### config.mk
export PLATFORM = sky130hd
export DESIGN_NAME = mem_bus_arbiter
export DESIGN_NICKNAME = d
export VERILOG_FILES = /design/src/rtl/mem_bus_arbiter.sv
export SDC_FILE = /design/constraint.sdc
export NUM_CORES = 1
export LEC_CHECK = 0
export ABC_AREA = 1
export BUFFER_PORTS_ARGS = -buffer_cell sky130_fd_sc_hd__buf_2
export CORE_MARGIN = 3
export CORE_UTILIZATION = 50
export CTS_CLUSTER_DIAMETER = 80
export DETAILED_ROUTE_END_ITERATION = 7
export PLACE_DENSITY = 0.85
export SYNTH_ARGS = -nofsm -noshare
export SYNTH_HDL_FRONTEND = slang
export SYNTH_SLANG_ARGS = --single-unit
### constraint.sdc
create_clock -name clk -period 3.5 [get_ports clk]
set_input_delay 0.875 -clock clk [delete_from_list [all_inputs] [get_ports clk]]
set_output_delay 0.875 -clock clk [all_outputs]
set_load 0.05 [all_outputs]
### src/rtl/mem_bus_arbiter.sv
// mem_bus_arbiter: shares one memory bus between the fetch side (I) and the
// memory side (D). Grants in IDLE, drives the request in REQ, waits for the
// response in WAIT, then returns read data to the owner with a one-cycle
// pulse. D wins collisions. Optional macro MEM_ARB_FAIR_EN adds a starvation
// counter that forces an I grant after STARVE_LIMIT consecutive D grants.
module mem_bus_arbiter #(
  parameter int STARVE_LIMIT = 4
) (
  input  logic        clk,
  input  logic        resetn,
  input  logic        i_req,
  input  logic [31:0] i_addr,
  output logic        i_resp_ok,
  output logic [31:0] i_rdata,
  input  logic        d_req,
  input  logic [31:0] d_addr,
  input  logic [3:0]  d_wstrb,
  input  logic [31:0] d_wdata,
  input  logic [2:0]  d_size,
  output logic        d_resp_ok,
  output logic [31:0] d_rdata,
  output logic        i_stall,
  output logic        d_stall,
  output logic        bus_req,
  output logic [31:0] bus_addr,
  output logic [3:0]  bus_wstrb,
  output logic [31:0] bus_wdata,
  output logic [2:0]  bus_size,
  output logic        bus_write,
  input  logic        bus_addr_ok,
  input  logic        bus_data_ok,
  input  logic [31:0] bus_rdata
);
  // msize_t encoding: 0 = 1 byte, 1 = 2 bytes, 2 = 4 bytes
  localparam logic [2:0] MSIZE4 = 3'd2;

  if (STARVE_LIMIT < 1) begin : g_bad_limit
    $error("STARVE_LIMIT must be at least 1");
  end

  typedef enum logic [1:0] {S_IDLE, S_REQ, S_WAIT} state_t;
  typedef enum logic {OWN_I, OWN_D} owner_t;

  state_t      state_q, state_d;
  owner_t      owner_q, owner_d;
  logic [31:0] bus_addr_q, bus_addr_d;
  logic [3:0]  bus_wstrb_q, bus_wstrb_d;
  logic [31:0] bus_wdata_q, bus_wdata_d;
  logic [2:0]  bus_size_q, bus_size_d;
  logic        i_resp_ok_q, i_resp_ok_d;
  logic        d_resp_ok_q, d_resp_ok_d;
  logic [31:0] i_rdata_q, i_rdata_d;
  logic [31:0] d_rdata_q, d_rdata_d;

  logic i_elig, d_elig, grant_i, grant_d, done;

  // a side being answered this cycle is masked so it cannot be re-granted
  assign i_elig = i_req & ~i_resp_ok_q;
  assign d_elig = d_req & ~d_resp_ok_q;

`ifdef MEM_ARB_FAIR_EN
  localparam int CW = $clog2(STARVE_LIMIT + 1);
  logic [CW-1:0] starve_q, starve_d;
  logic          starve_hit;

  assign starve_hit = (starve_q == CW'(STARVE_LIMIT));

  // grant choice: D first unless I has waited out STARVE_LIMIT D grants
  always_comb begin
    grant_i = (state_q == S_IDLE) & i_elig & (~d_elig | starve_hit);
    grant_d = (state_q == S_IDLE) & d_elig & ~grant_i;
  end

  // starvation counter: counts D grants that jumped a waiting I
  always_comb begin
    starve_d = starve_q;
    if (grant_i)
      starve_d = '0;
    else if (grant_d) begin
      if (!i_elig)         starve_d = '0;
      else if (!starve_hit) starve_d = starve_q + 1'b1;
    end
  end

  // starvation counter register
  always_ff @(posedge clk) begin
    if (!resetn) starve_q <= '0;
    else         starve_q <= starve_d;
  end
`else
  // grant choice: strict D priority
  always_comb begin
    grant_d = (state_q == S_IDLE) & d_elig;
    grant_i = (state_q == S_IDLE) & i_elig & ~d_elig;
  end
`endif

  assign done = ((state_q == S_REQ) & bus_addr_ok & bus_data_ok) |
                ((state_q == S_WAIT) & bus_data_ok);

  // next state, payload latch at grant, response capture at completion
  always_comb begin
    state_d     = state_q;
    owner_d     = owner_q;
    bus_addr_d  = bus_addr_q;
    bus_wstrb_d = bus_wstrb_q;
    bus_wdata_d = bus_wdata_q;
    bus_size_d  = bus_size_q;
    i_resp_ok_d = 1'b0;
    d_resp_ok_d = 1'b0;
    i_rdata_d   = i_rdata_q;
    d_rdata_d   = d_rdata_q;
    case (state_q)
      S_IDLE: begin
        if (grant_d) begin
          owner_d     = OWN_D;
          bus_addr_d  = d_addr;
          bus_wstrb_d = d_wstrb;
          bus_wdata_d = d_wdata;
          bus_size_d  = d_size;
          state_d     = S_REQ;
        end else if (grant_i) begin
          owner_d     = OWN_I;
          bus_addr_d  = i_addr;
          bus_wstrb_d = 4'b0000;
          bus_wdata_d = 32'h0;
          bus_size_d  = MSIZE4;
          state_d     = S_REQ;
        end
      end
      S_REQ: begin
        if (bus_addr_ok) state_d = bus_data_ok ? S_IDLE : S_WAIT;
      end
      S_WAIT: begin
        if (bus_data_ok) state_d = S_IDLE;
      end
      default: state_d = S_IDLE;
    endcase
    if (done) begin
      if (owner_q == OWN_D) begin
        d_resp_ok_d = 1'b1;
        d_rdata_d   = bus_rdata;
      end else begin
        i_resp_ok_d = 1'b1;
        i_rdata_d   = bus_rdata;
      end
    end
  end

  // state and datapath registers, synchronous reset
  always_ff @(posedge clk) begin
    if (!resetn) begin
      state_q     <= S_IDLE;
      owner_q     <= OWN_I;
      bus_addr_q  <= '0;
      bus_wstrb_q <= '0;
      bus_wdata_q <= '0;
      bus_size_q  <= '0;
      i_resp_ok_q <= 1'b0;
      d_resp_ok_q <= 1'b0;
      i_rdata_q   <= '0;
      d_rdata_q   <= '0;
    end else begin
      state_q     <= state_d;
      owner_q     <= owner_d;
      bus_addr_q  <= bus_addr_d;
      bus_wstrb_q <= bus_wstrb_d;
      bus_wdata_q <= bus_wdata_d;
      bus_size_q  <= bus_size_d;
      i_resp_ok_q <= i_resp_ok_d;
      d_resp_ok_q <= d_resp_ok_d;
      i_rdata_q   <= i_rdata_d;
      d_rdata_q   <= d_rdata_d;
    end
  end

  assign bus_req   = (state_q == S_REQ);
  assign bus_addr  = bus_addr_q;
  assign bus_wstrb = bus_wstrb_q;
  assign bus_wdata = bus_wdata_q;
  assign bus_size  = bus_size_q;
  assign bus_write = |bus_wstrb_q;
  assign i_resp_ok = i_resp_ok_q;
  assign d_resp_ok = d_resp_ok_q;
  assign i_rdata   = i_rdata_q;
  assign d_rdata   = d_rdata_q;
  assign i_stall   = i_req & ~i_resp_ok_q;
  assign d_stall   = d_req & ~d_resp_ok_q;
endmodule
==> metrics.yaml <==
drc: 0
cts_resized: 0
hp-class: "reg2reg"
num_rows: 39
grt.total_usage_pct: 24.5
power_frac_clock_pct: 37.0
nNetsFinal: 1264
timing.rr.start: "state_q[1]"
clock_latency_ns: 0.41
worst_slack_ns: 1.01
dp_slack_ns: 0.929
finalCritPeriodShare_pct: 71.1
cts_setup_buffers: 0
avgSynthCellArea_um2: 6.85
netSwitchingFraction_pct: 32.9
die_h_um: 116
critPathKind: "reg2reg"
place_congestion: 0.837
start_util_pct: 52.0
tightest_slew_ns: 1.06
required_ns: 3.84
die_w_um: 116
critPathArrivalTime_ns: 2.83
timing_hold_violations_final: 0
async_flop_share_pct: 0
io_buffers: 281
max_freq_ghz: 0.402
status: "finished, final reports clean"
power_density_nw_per_um2: 548
grtUsageMet1_pct: 29.9
syn2layout_area_growth_pct: 31.5
viasPerCell: 5.06
synth.distinct_cells: 18
setup.worst_path.start: "state_q[1]"
final_antenna_net_count: 0
fin_area_um2: 7950
min_from: "bus_wdata[31]"
maxCapViolations: 0
drive_gt1_share_pct: 29.1
use_met2_pct: 39.0
setup-tns-final_ns: 0
drt_iter0_drc: 547
routed_wl_um: 17500
endpoint_kind: "flip-flop"
min_period_ns: 2.49
ys_ff_latch: 140
netlist_area_um2: 6040
fin_cells: 1278
sequentialPowerShare_pct: 40.2
placed_area_um2: 7410
syn_nets: 1023
yosysSeqAreaShare_pct: 46.4
cts.clk_slew.worst_paths_ns: 0.06
placed_cells: 1247
rsz0062_at_grt: "no"
report.final.slew_viol_count: 0
clockBufferDepth: 2
intPower_mw: 2.92
critPathLaunchType: "flip-flop"
utilization_pct: 68.4
syn_inst: 882
cts_tree: "done"
p_leak_nw: 4.22
fin_skew_ns: 0.00467
grt.busiest_layer: "met2"
firstDrtPassIters: 5
layout_commonest_cell: "buf_2"
crit_fanout: 32
grt_pass1_vias: 5381
overflow: 0
p_total_mw: 4.35
design.core.area_um2: 11600
root_buffer: "clkbuf_16"
cts_sinks: 140
grt_pass1_wl_um: 26200
dieArea_um2: 13400
nFillCells: 993
setup_viol: 0
p_sw_mw: 1.43
dpl.hpwl_um: 12000
synth_ff_type: "dfxtp_1"
final_cell_mix: "buf_2 (281), nand2_1 (184), nand3_1 (156)"
htreeDepth: 4
hold_slack_ns: 0.456
antenna_found_initial: 0
vias: 6470
design.portCount: 282
met3_usage_pct: 7.73
routedWlPerCell_um: 13.7
cts_buffers: 17
diodes: 0
yosysWarningCount: 0
grt_start_max_net_pins: 67
ctsHoldBuffers: 0
pwr-share-comb_pct: 22.8
synth_edf_count: 0
vdd_ir_drop_max_uv: 514
maxSlewHeadroom_pct: 29.4
[sequential cells by signal, summed over array words and instances (netlist names)]
name / count
i_rdata: 32
state_q: 2
i_resp_ok: 1
d_rdata: 32
bus_wstrb: 4
bus_size: 3
d_resp_ok: 1
bus_addr: 32
owner_q: 1
bus_wdata: 32
[critical path, cell delays in order (launching register included)]
cell,delay [ns]
dfxtp_1,0.35
nor2_4,0.10
buf_4,0.34
nand3_2,0.62
nand2_2,0.36
buf_4,0.36
nand3_1,0.13
a21oi_1,0.15
[path summary, 6_finish.rpt]
kind	slack (ns)	end	depth (start not counted)
max	1.01	bus_addr[7]	7
max reg2reg	1.01	bus_addr[7]	7
min	0.46	bus_wdata[31]	2
min reg2reg	0.46	bus_wdata[31]	2
[area by class of cell]
cell class              count  area [µm²]  share of cell area [%]
flip-flops and latches    140        2800                    35.3
multi-input cells         565        2530                    31.9
repair buffers            291        1490                    18.8
clock buffers              24         492                    6.19
inverters                 108         405                    5.10
well taps                 143         179                    2.25
clock inverters             7        40.0                   0.504
[cells by family (layout without fill, tap and decap cells)]
kind of cell | count (synthesis) | in the layout | synth area share (%)
buffers and inverters | 177 | 430 | 11.9
AOI/OAI and AO/OA | 136 | 136 | 11.3
and+or+nand+nor | 429 | 429 | 30.5
DFF | 140 | 140 | 46.4
[power by group through the flow]
stage	sequential (mW)	combinational [mW]	clock, mW
floorplan	2.12	0.396	0
global placement	1.78	0.980	0
detailed placement	1.78	0.988	0
CTS	1.75	0.992	1.64
global route	1.76	1.07	1.70
finish	1.75	0.991	1.61
[layer usage]
layer | part of all wire, % | wire, µm | up-vias
met5 | 0 | 0 | -
met4 | 3.4 | 591 | 0
met3 | 9.4 | 1640 | 54
met2 | 47 | 8210 | 291
met1 | 40 | 7030 | 2848
li1 | - | - | 3277
[cells in the mapped netlist, types with 2 or more instances]
master	number	area, µm²
nand4_1	2	12.5
buf_6	3	33.8
clkbuf_1	32	120
nand2_1	185	694
inv_1	107	402
buf_2	23	115
a21oi_1	134	671
nor2_4	2	22.5
dfxtp_1	140	2800
nor2_1	81	304
buf_1	10	37.5
nand3_1	156	781
o21ai_0	2	10.0
Power figures use the tool's default switching activity.
